## src/rtl/rh_pair_dispatcher.sv

```systemverilog
// rh_pair_dispatcher: buffers the generator's two instruction lanes in
// independent FIFOs, re-aligns them into slot pairs for the controller's
// two-slot port and counts the ACT commands that are actually issued.

`ifndef DDR_INSTR
`define DDR_INSTR  4'b1000
`endif
`ifndef CS_OFFSET
`define CS_OFFSET  26
`endif
`ifndef RAS_OFFSET
`define RAS_OFFSET 25
`endif
`ifndef CAS_OFFSET
`define CAS_OFFSET 24
`endif
`ifndef WE_OFFSET
`define WE_OFFSET  23
`endif

// One lane FIFO. Registered count plus wrapping pointers. The head is forced
// to zero while the lane is empty, so the storage never needs a reset.
module rh_lane_fifo #(
  parameter int DEPTH = 8,
  parameter int W     = 32
) (
  input  logic         clk,
  input  logic         rst,
  input  logic         flush,
  input  logic         push,
  input  logic         pop,
  input  logic [W-1:0] din,
  output logic [W-1:0] head,
  output logic         full,
  output logic         empty
);
  localparam int AW = $clog2(DEPTH);
  localparam int CW = AW + 1;

  logic [W-1:0]  mem [DEPTH];
  logic [AW-1:0] wptr, rptr;
  logic [CW-1:0] cnt;

  assign full  = (cnt == CW'(DEPTH));
  assign empty = (cnt == '0);
  assign head  = empty ? '0 : mem[rptr];

  // Pointer and count update; flush and rst discard any same-cycle push or pop.
  always_ff @(posedge clk) begin
    if (rst || flush) begin
      wptr <= '0;
      rptr <= '0;
      cnt  <= '0;
    end else begin
      if (push) wptr <= wptr + 1'b1;
      if (pop)  rptr <= rptr + 1'b1;
      cnt <= cnt + CW'(push) - CW'(pop);
    end
  end

  // Storage write. A write that coincides with flush lands in a slot that is
  // already considered free, so it is harmless.
  always_ff @(posedge clk) begin
    if (push) mem[wptr] <= din;
  end
endmodule

module rh_pair_dispatcher #(
  parameter int DEPTH     = 8,
  parameter int INSTR_W   = 32,
  parameter int ACT_CNT_W = 32
) (
  input  logic                 clk,
  input  logic                 rst,
  input  logic                 flush,
  input  logic [INSTR_W-1:0]   instr0_in,
  input  logic                 en0,
  input  logic [INSTR_W-1:0]   instr1_in,
  input  logic                 en1,
  output logic                 ready0,
  output logic                 ready1,
  output logic                 pair_valid,
  output logic [INSTR_W-1:0]   pair_instr0,
  output logic [INSTR_W-1:0]   pair_instr1,
  input  logic                 pair_ready,
  output logic [ACT_CNT_W-1:0] act_count,
  output logic                 busy,
  output logic                 ovf_err
);
  localparam int NL = 2;

  logic [NL-1:0]              en, push, full, empty, act_slot;
  logic [NL-1:0][INSTR_W-1:0] din, head;
  logic                       pop;

  assign en  = {en1, en0};
  assign din = {instr1_in, instr0_in};

  // Ready comes only from registered lane state, never from en or pair_ready.
  assign push = en & ~full;
  assign pop  = pair_valid & pair_ready;

  genvar l;
  generate
    for (l = 0; l < NL; l++) begin : g_lane
      rh_lane_fifo #(.DEPTH(DEPTH), .W(INSTR_W)) u_fifo (
        .clk   (clk),
        .rst   (rst),
        .flush (flush),
        .push  (push[l]),
        .pop   (pop),
        .din   (din[l]),
        .head  (head[l]),
        .full  (full[l]),
        .empty (empty[l])
      );
      // ACT: DDR command with CS low, RAS low, CAS high, WE high.
      assign act_slot[l] = (head[l][31:28] == `DDR_INSTR) &
                           ~head[l][`CS_OFFSET] & ~head[l][`RAS_OFFSET] &
                            head[l][`CAS_OFFSET] & head[l][`WE_OFFSET];
    end
  endgenerate

  assign ready0      = ~full[0];
  assign ready1      = ~full[1];
  assign pair_valid  = ~empty[0] & ~empty[1];
  assign pair_instr0 = head[0];
  assign pair_instr1 = head[1];
  assign busy        = ~empty[0] | ~empty[1];

  logic [1:0]           n_act;
  logic [ACT_CNT_W:0]   act_sum;
  assign n_act   = {1'b0, act_slot[0]} + {1'b0, act_slot[1]};
  assign act_sum = {1'b0, act_count} + (ACT_CNT_W+1)'(n_act);

  // Saturating ACT counter, advanced only by pops that flush does not cancel.
  always_ff @(posedge clk) begin
    if (rst) begin
      act_count <= '0;
    end else if (pop && !flush) begin
      act_count <= act_sum[ACT_CNT_W] ? '1 : act_sum[ACT_CNT_W-1:0];
    end
  end

  // Sticky overflow flag: a push was attempted into a full lane.
  always_ff @(posedge clk) begin
    if (rst)
      ovf_err <= 1'b0;
    else if (!flush && |(en & full))
      ovf_err <= 1'b1;
  end
endmodule

```

## config.mk

```make
export PLATFORM = sky130hd
export DESIGN_NAME = rh_pair_dispatcher
export DESIGN_NICKNAME = d
export VERILOG_FILES = /design/src/rtl/rh_pair_dispatcher.sv
export SDC_FILE = /design/constraint.sdc
export NUM_CORES = 1
export LEC_CHECK = 0
export BUFFER_PORTS_ARGS = -buffer_cell sky130_fd_sc_hd__buf_2
export CORE_UTILIZATION = 34
export DETAILED_ROUTE_END_ITERATION = 6
export GPL_TIMING_DRIVEN = 0
export MAX_ROUTING_LAYER = met4
export PLACE_DENSITY = 0.49
export SLEW_MARGIN = 20
export SYNTH_ARGS = -nofsm -noshare
export SYNTH_HDL_FRONTEND = slang
export SYNTH_HIERARCHICAL = 1
export SYNTH_SLANG_ARGS = --single-unit
```

## constraint.sdc

```tcl
create_clock -name clk -period 4.45 [get_ports clk]
set_input_delay 0.89 -clock clk [delete_from_list [all_inputs] [get_ports clk]]
set_output_delay 0.89 -clock clk [all_outputs]
set_load 0.02 [all_outputs]
```

[After elaboration in Yosys (flattened, before gate mapping)]
Memories as Yosys holds them, arrays and structs flattened. A register that Yosys moved wholly into a read port is not among the register bits.
Index checks and enable logic that the tools add are counted.
Operators by class
  $add $sub $neg: 10
  equal/unequal tests: 4
  mux-type cells: 11
  bitwise operators: 22
  reductions and logical operators: 7
Operators by type and width (number)
  two-way mux 32 bit: 3
  adder 32 x 2 -> 33 bit: 1
  equality test 4 bit (second input constant): 4
  adder 3 x 1 -> 3 bit (second input constant): 4
  two-way mux 3 bit: 4
  AND 1 bit: 10
  adder 4 x 1 -> 4 bit: 2
  logical NOT 4 bit: 2
  NOT 1 bit: 8
  subtractor 4 x 1 -> 4 bit: 2
  AND 2 bit: 2
  two-way mux 1 bit: 4
  adder 1 x 1 -> 2 bit: 1
  logical AND 1 bit: 2
  NOT 2 bit: 1
  OR reduction 2 bit: 1
  logical NOT 1 bit: 1
  logical OR 1 bit: 1
  bitwise OR 1 bit: 1
Storage, ports and cells
  bits in registers: 53
  bits in writable memories: 512
  bits of input ports: 70
  output and inout port bits: 101
  logic and storage cells: 64
  memories: 2
Memory list
  g_lane[0].u_fifo.mem: depth 8, bits a word 32, rd ports 1, clocked after memory_dff 1, wr ports 1, RTL line 40  | logic [W-1:0] mem [DEPTH];
  g_lane[1].u_fifo.mem: depth 8, bits a word 32, rd ports 1, clocked after memory_dff 1, wr ports 1, RTL line 40

[Depth between registers and ports, before layout]
  word-level depth: 10
  mapped depth: 17
  mapped depth without buffers: 15

[Hierarchy]
The synthesis kept the hierarchy.
By module, submodules not included
  rh_lane_fifo: instances 2, cells each 446, area an instance 10334.9 um^2, sequential area each 7947.6 um^2
  rh_pair_dispatcher: instances 1, cells each 202, area an instance 1754.2 um^2, sequential area each 660.6 um^2

[Worst setup path after synthesis]
OpenSTA, ideal clock, no wires.
  path type: input to register
  start point: in en0
  end point: mem g_lane[0].u_fifo.mem[4][0] (enable)
  setup time: 0.461 ns
  data arrival time: 3.617 ns
  data required time: 3.989 ns
  setup slack: 0.372 ns
  stages: 3
  path buffers: 0
  cell sequence: nor2b_1 nand2_1 nor3_1
Between the ends
  cells in the longest elaborated chain, start to end: 3
Ends and longest elaborated chain
  from (decl): RTL line 77  | input logic en0,
  AND 2 bit: RTL line 100  | assign push = en & ~full;
  two-way mux 1 bit: RTL line 64  | if (push) mem[wptr] <= din;
  two-way mux 1 bit (not written as such): RTL line 64
  to (decl): RTL line 40
Every way passes these cells.

==> results.ini <==
[status]
outcome=complete, no violations

[critical_path]
crit_required_ns=4.95
worst_path_dominant_cell_family=simple AND/OR/NAND/NOR gates
setup.reg_to_reg.worst_slack_ns=0.36
worst-path-max-fanout=10
data_arrival_time_of_the_critical_path_ns=4.59
crit_buf_inv=4
critical_path.slowest_cell=fa_2
worst_setup_path_start_kind=flop
timing.critical_path.slowest_cell_delay_ns=0.48
critical_path_class=reg -> reg
worst-r2r-cell-count=14
worst_r2r_endpoint=act_count[20]
timing.critical_path.to_type=flop
critical_path.cell_chain=clkbuf_2, buf_2, mux4_2, a22o_1, nor4b_2, nand4_1, fa_2, inv_1, ha_4, nand3_4, nor4_4, buf_6, a31oi_1, a211oi_1

[route]
drt_wl_total_um=51300
dr_total_vias=11394
post_drt_via_cell_ratio=4.99
wirelength_met1_um=23200
drt-initial-drc-count=698
routed-wl-met3_um=2810
top_layer=met4
drc_errors=0
wl_per_cell_um=22.5
wl_met2_um=24300
drtPass1Iterations=5
detail-route-antenna-nets=0

[clock_network]
maximum_level_of_the_cts_h_tree=3
cts-root-to-sink-buffers=3
cts_num_sinks=571
ctsRootBufferMaster=clkbuf_16
clock_insertion_delay_worst_skew_ns=0.61
tritoncts=built
clkSlewWorstSetupHoldPaths_ns=0.06
numCtsBuffers=66

[synth]
synth_seq_cells=571
synth_enable_flop_cells=512
syn_nets=1184
share_of_synthesized_area_occupied_by_flip_flops_and_latches_pct=73.8
synth_area_per_cell_um2=20.5
yosysWarningCount=6
synth_cells=1094
post_synth_num_cell_types=49
netlist_area_um2=22400
asyncSetResetFlopFracSynth_pct=0
synthFlopType=edfxtp_1

[hold_path]
hold_path_end=ovf_err
min-delay-start=ovf_err
hp-class=reg -> reg
worst_hold_path.num_cells=2

[layout]
filler_cell_count=5707
layout_common_cells=512 x edfxtp_1, 184 x buf_2, 72 x mux4_2
drive_above_1_share_pct=31.3
layout-area-overhead-vs-synth_pct=21.8
finish.net_count=1466
layout.cells.most_common=edfxtp_1
layout.cells.non_filler=2284
utilization_pct=42.1

[pwr]
finalPower_w=0.0118
ir_worst_vdd_mv=0.304
power_density_nw_per_um2=433
power_leakage_nw=9.24

[grt]
pin_count_of_the_biggest_net_entering_global_routing=19
grt_pass1_wl_um=76600
globalRouteOverflowTotal=0
number_of_antenna_violations_at_the_first_check_in_global_routing=6
groute.usage.overall_pct=16.0
via_count_of_the_first_global_routing_pass=11886

[die]
die_width_um=259
start_util_pct=34.6
die_area_um2=67000
design.core.area_um2=64800
boundaryPins=171
die_h_um=259
placement_rows=93

[sta]
timing.final.crit_share_pct=91.9
final.setup_skew_ns=0.0223
min_period_ns=4.09
setup-tns-final_ns=0
slew_at_the_pin_with_the_worst_max_slew_slack_ns=0.835
rsz0062_at_grt=no
final-setup-viol-count=0
slew-limit-headroom_pct=44.3
maxSlewViolCount=0
max_freq_mhz=245
report.final.hold_viol_count=0

[placed_design]
placedCellCount=2158
globalplace.congestion=0.753
post-dp-hpwl_um=33500
io_buffers=170

[job]
max_cap_violations=0

-- kinds of logic after synthesis --
logic type / share of synthesized area, %
AOI/OAI and AO/OA: 3.54
xor gates and xnor gates: 1.33
adders and majority gates: 1.22
buffers and inverters: 2.15
DFF: 73.8
muxes: 14.1
and+or+nand+nor: 3.83
-- worst min-delay path, stage by stage (launching register included) --
cell	delay (ns)
dfxtp_1	0.32
nor2_1	0.05
nor2_1	0.06
-- per-stage QoR --
stage	hold slack [ns]	setup WS, ns	instance area, µm²
2_1_floorplan	0.485	0.372	22400
3_3_place_gp	0.455	-2.79	24300
3_5_place_dp	0.455	-1.12	25100
4_1_cts	0.471	0.0476	27200
5_1_grt	0.527	0.0163	27300
6_report	0.464	0.361	27300
-- report_power, final --
group	internal (W)	switching, W	leakage, nW
Combinational	0.000261	0.000450	3.11
Sequential	0.00593	0.0000222	5.13
Clock	0.00299	0.00216	1.00
-- registers in the layout, summed over array words and instances, names as in the netlist, named ones only --
| name | flops |
|---|---|
| g_lane.u_fifo/wptr | 6 |
| g_lane.u_fifo/mem | 512 |
| g_lane.u_fifo/rptr | 6 |
| ovf_err | 1 |
| g_lane.u_fifo/cnt | 8 |
| act_count | 32 |
-- final cells by class --
class | instances | area (µm²) | share of cell area, %
Tap cell | 855 | 1070 | 3.92
Sequential cell | 571 | 16600 | 60.6
Multi-Input combinational cell | 448 | 5580 | 20.4
Clock buffer | 79 | 1700 | 6.23
Inverter | 19 | 71.3 | 0.261
Timing Repair Buffer | 215 | 1530 | 5.59
Buffer | 55 | 428 | 1.57
Antenna cell | 6 | 15.0 | 0.0550
Clock inverter | 36 | 355 | 1.30
-- worst max-delay path by stage --
| stage | from | slack, ns | cells after the start | endpoint |
|---|---|---|---|---|
| after global routing | flop | 0.02 | 14 | act_count[22] |
| after detailed placement | g_lane[1].u_fifo/cnt[2] | -1.12 | 16 | act_count[14] |
| after CTS | g_lane[1].u_fifo/cnt[2] | 0.05 | 17 | act_count[21] |
| after global placement | en1 | -2.79 | 4 | g_lane[1].u_fifo/mem[4][11] |
| final | flop | 0.36 | 14 | act_count[20] |
| after floorplan | en0 | 0.37 | 3 | g_lane[0].u_fifo/mem[4][0] |
-- timing repair --
| item | in CTS | in global routing |
|---|---|---|
| pin swaps | 2 | 4 |
| endpoints found under the setup margin | 32 | 32 |
| gates cloned | 0 | 0 |
| buffers inserted | 2 | 4 |
| resized for setup | 16 | 14 |
| hold buffers | 0 | 0 |
-- per-layer routing --
layer / up-vias / GRT usage (%)
met5: - / -
met4: 0 / 4.93
met3: 81 / 3.83
met2: 254 / 24.6
met1: 5911 / 20.8
li1: 5148 / -
-- Yosys cell counts, types with 5 or more instances --
cell / number / share of area [%]
inv_1: 19 / 0.32
nand3_1: 12 / 0.27
buf_12: 8 / 0.71
mux4_1: 56 / 6.6
and2_1: 5 / 0.14
buf_2: 12 / 0.27
mux2i_1: 7 / 0.31
nor2b_1: 5 / 0.14
buf_6: 7 / 0.35
nor3_1: 6 / 0.13
and4_1: 7 / 0.27
and3_1: 11 / 0.31
edfxtp_1: 512 / 69
xnor2_1: 8 / 0.31
dfxtp_1: 59 / 5.3
clkbuf_1: 23 / 0.38
a21oi_1: 26 / 0.58
nand2_1: 21 / 0.35
a22o_1: 64 / 2.5
mux4_2: 72 / 7.2
nand4_1: 13 / 0.36
xor2_1: 26 / 1.0
nor2_1: 48 / 0.80
nand2b_1: 6 / 0.17
ha_1: 17 / 0.95
No activity file was read; power rests on OpenSTA's default activity.
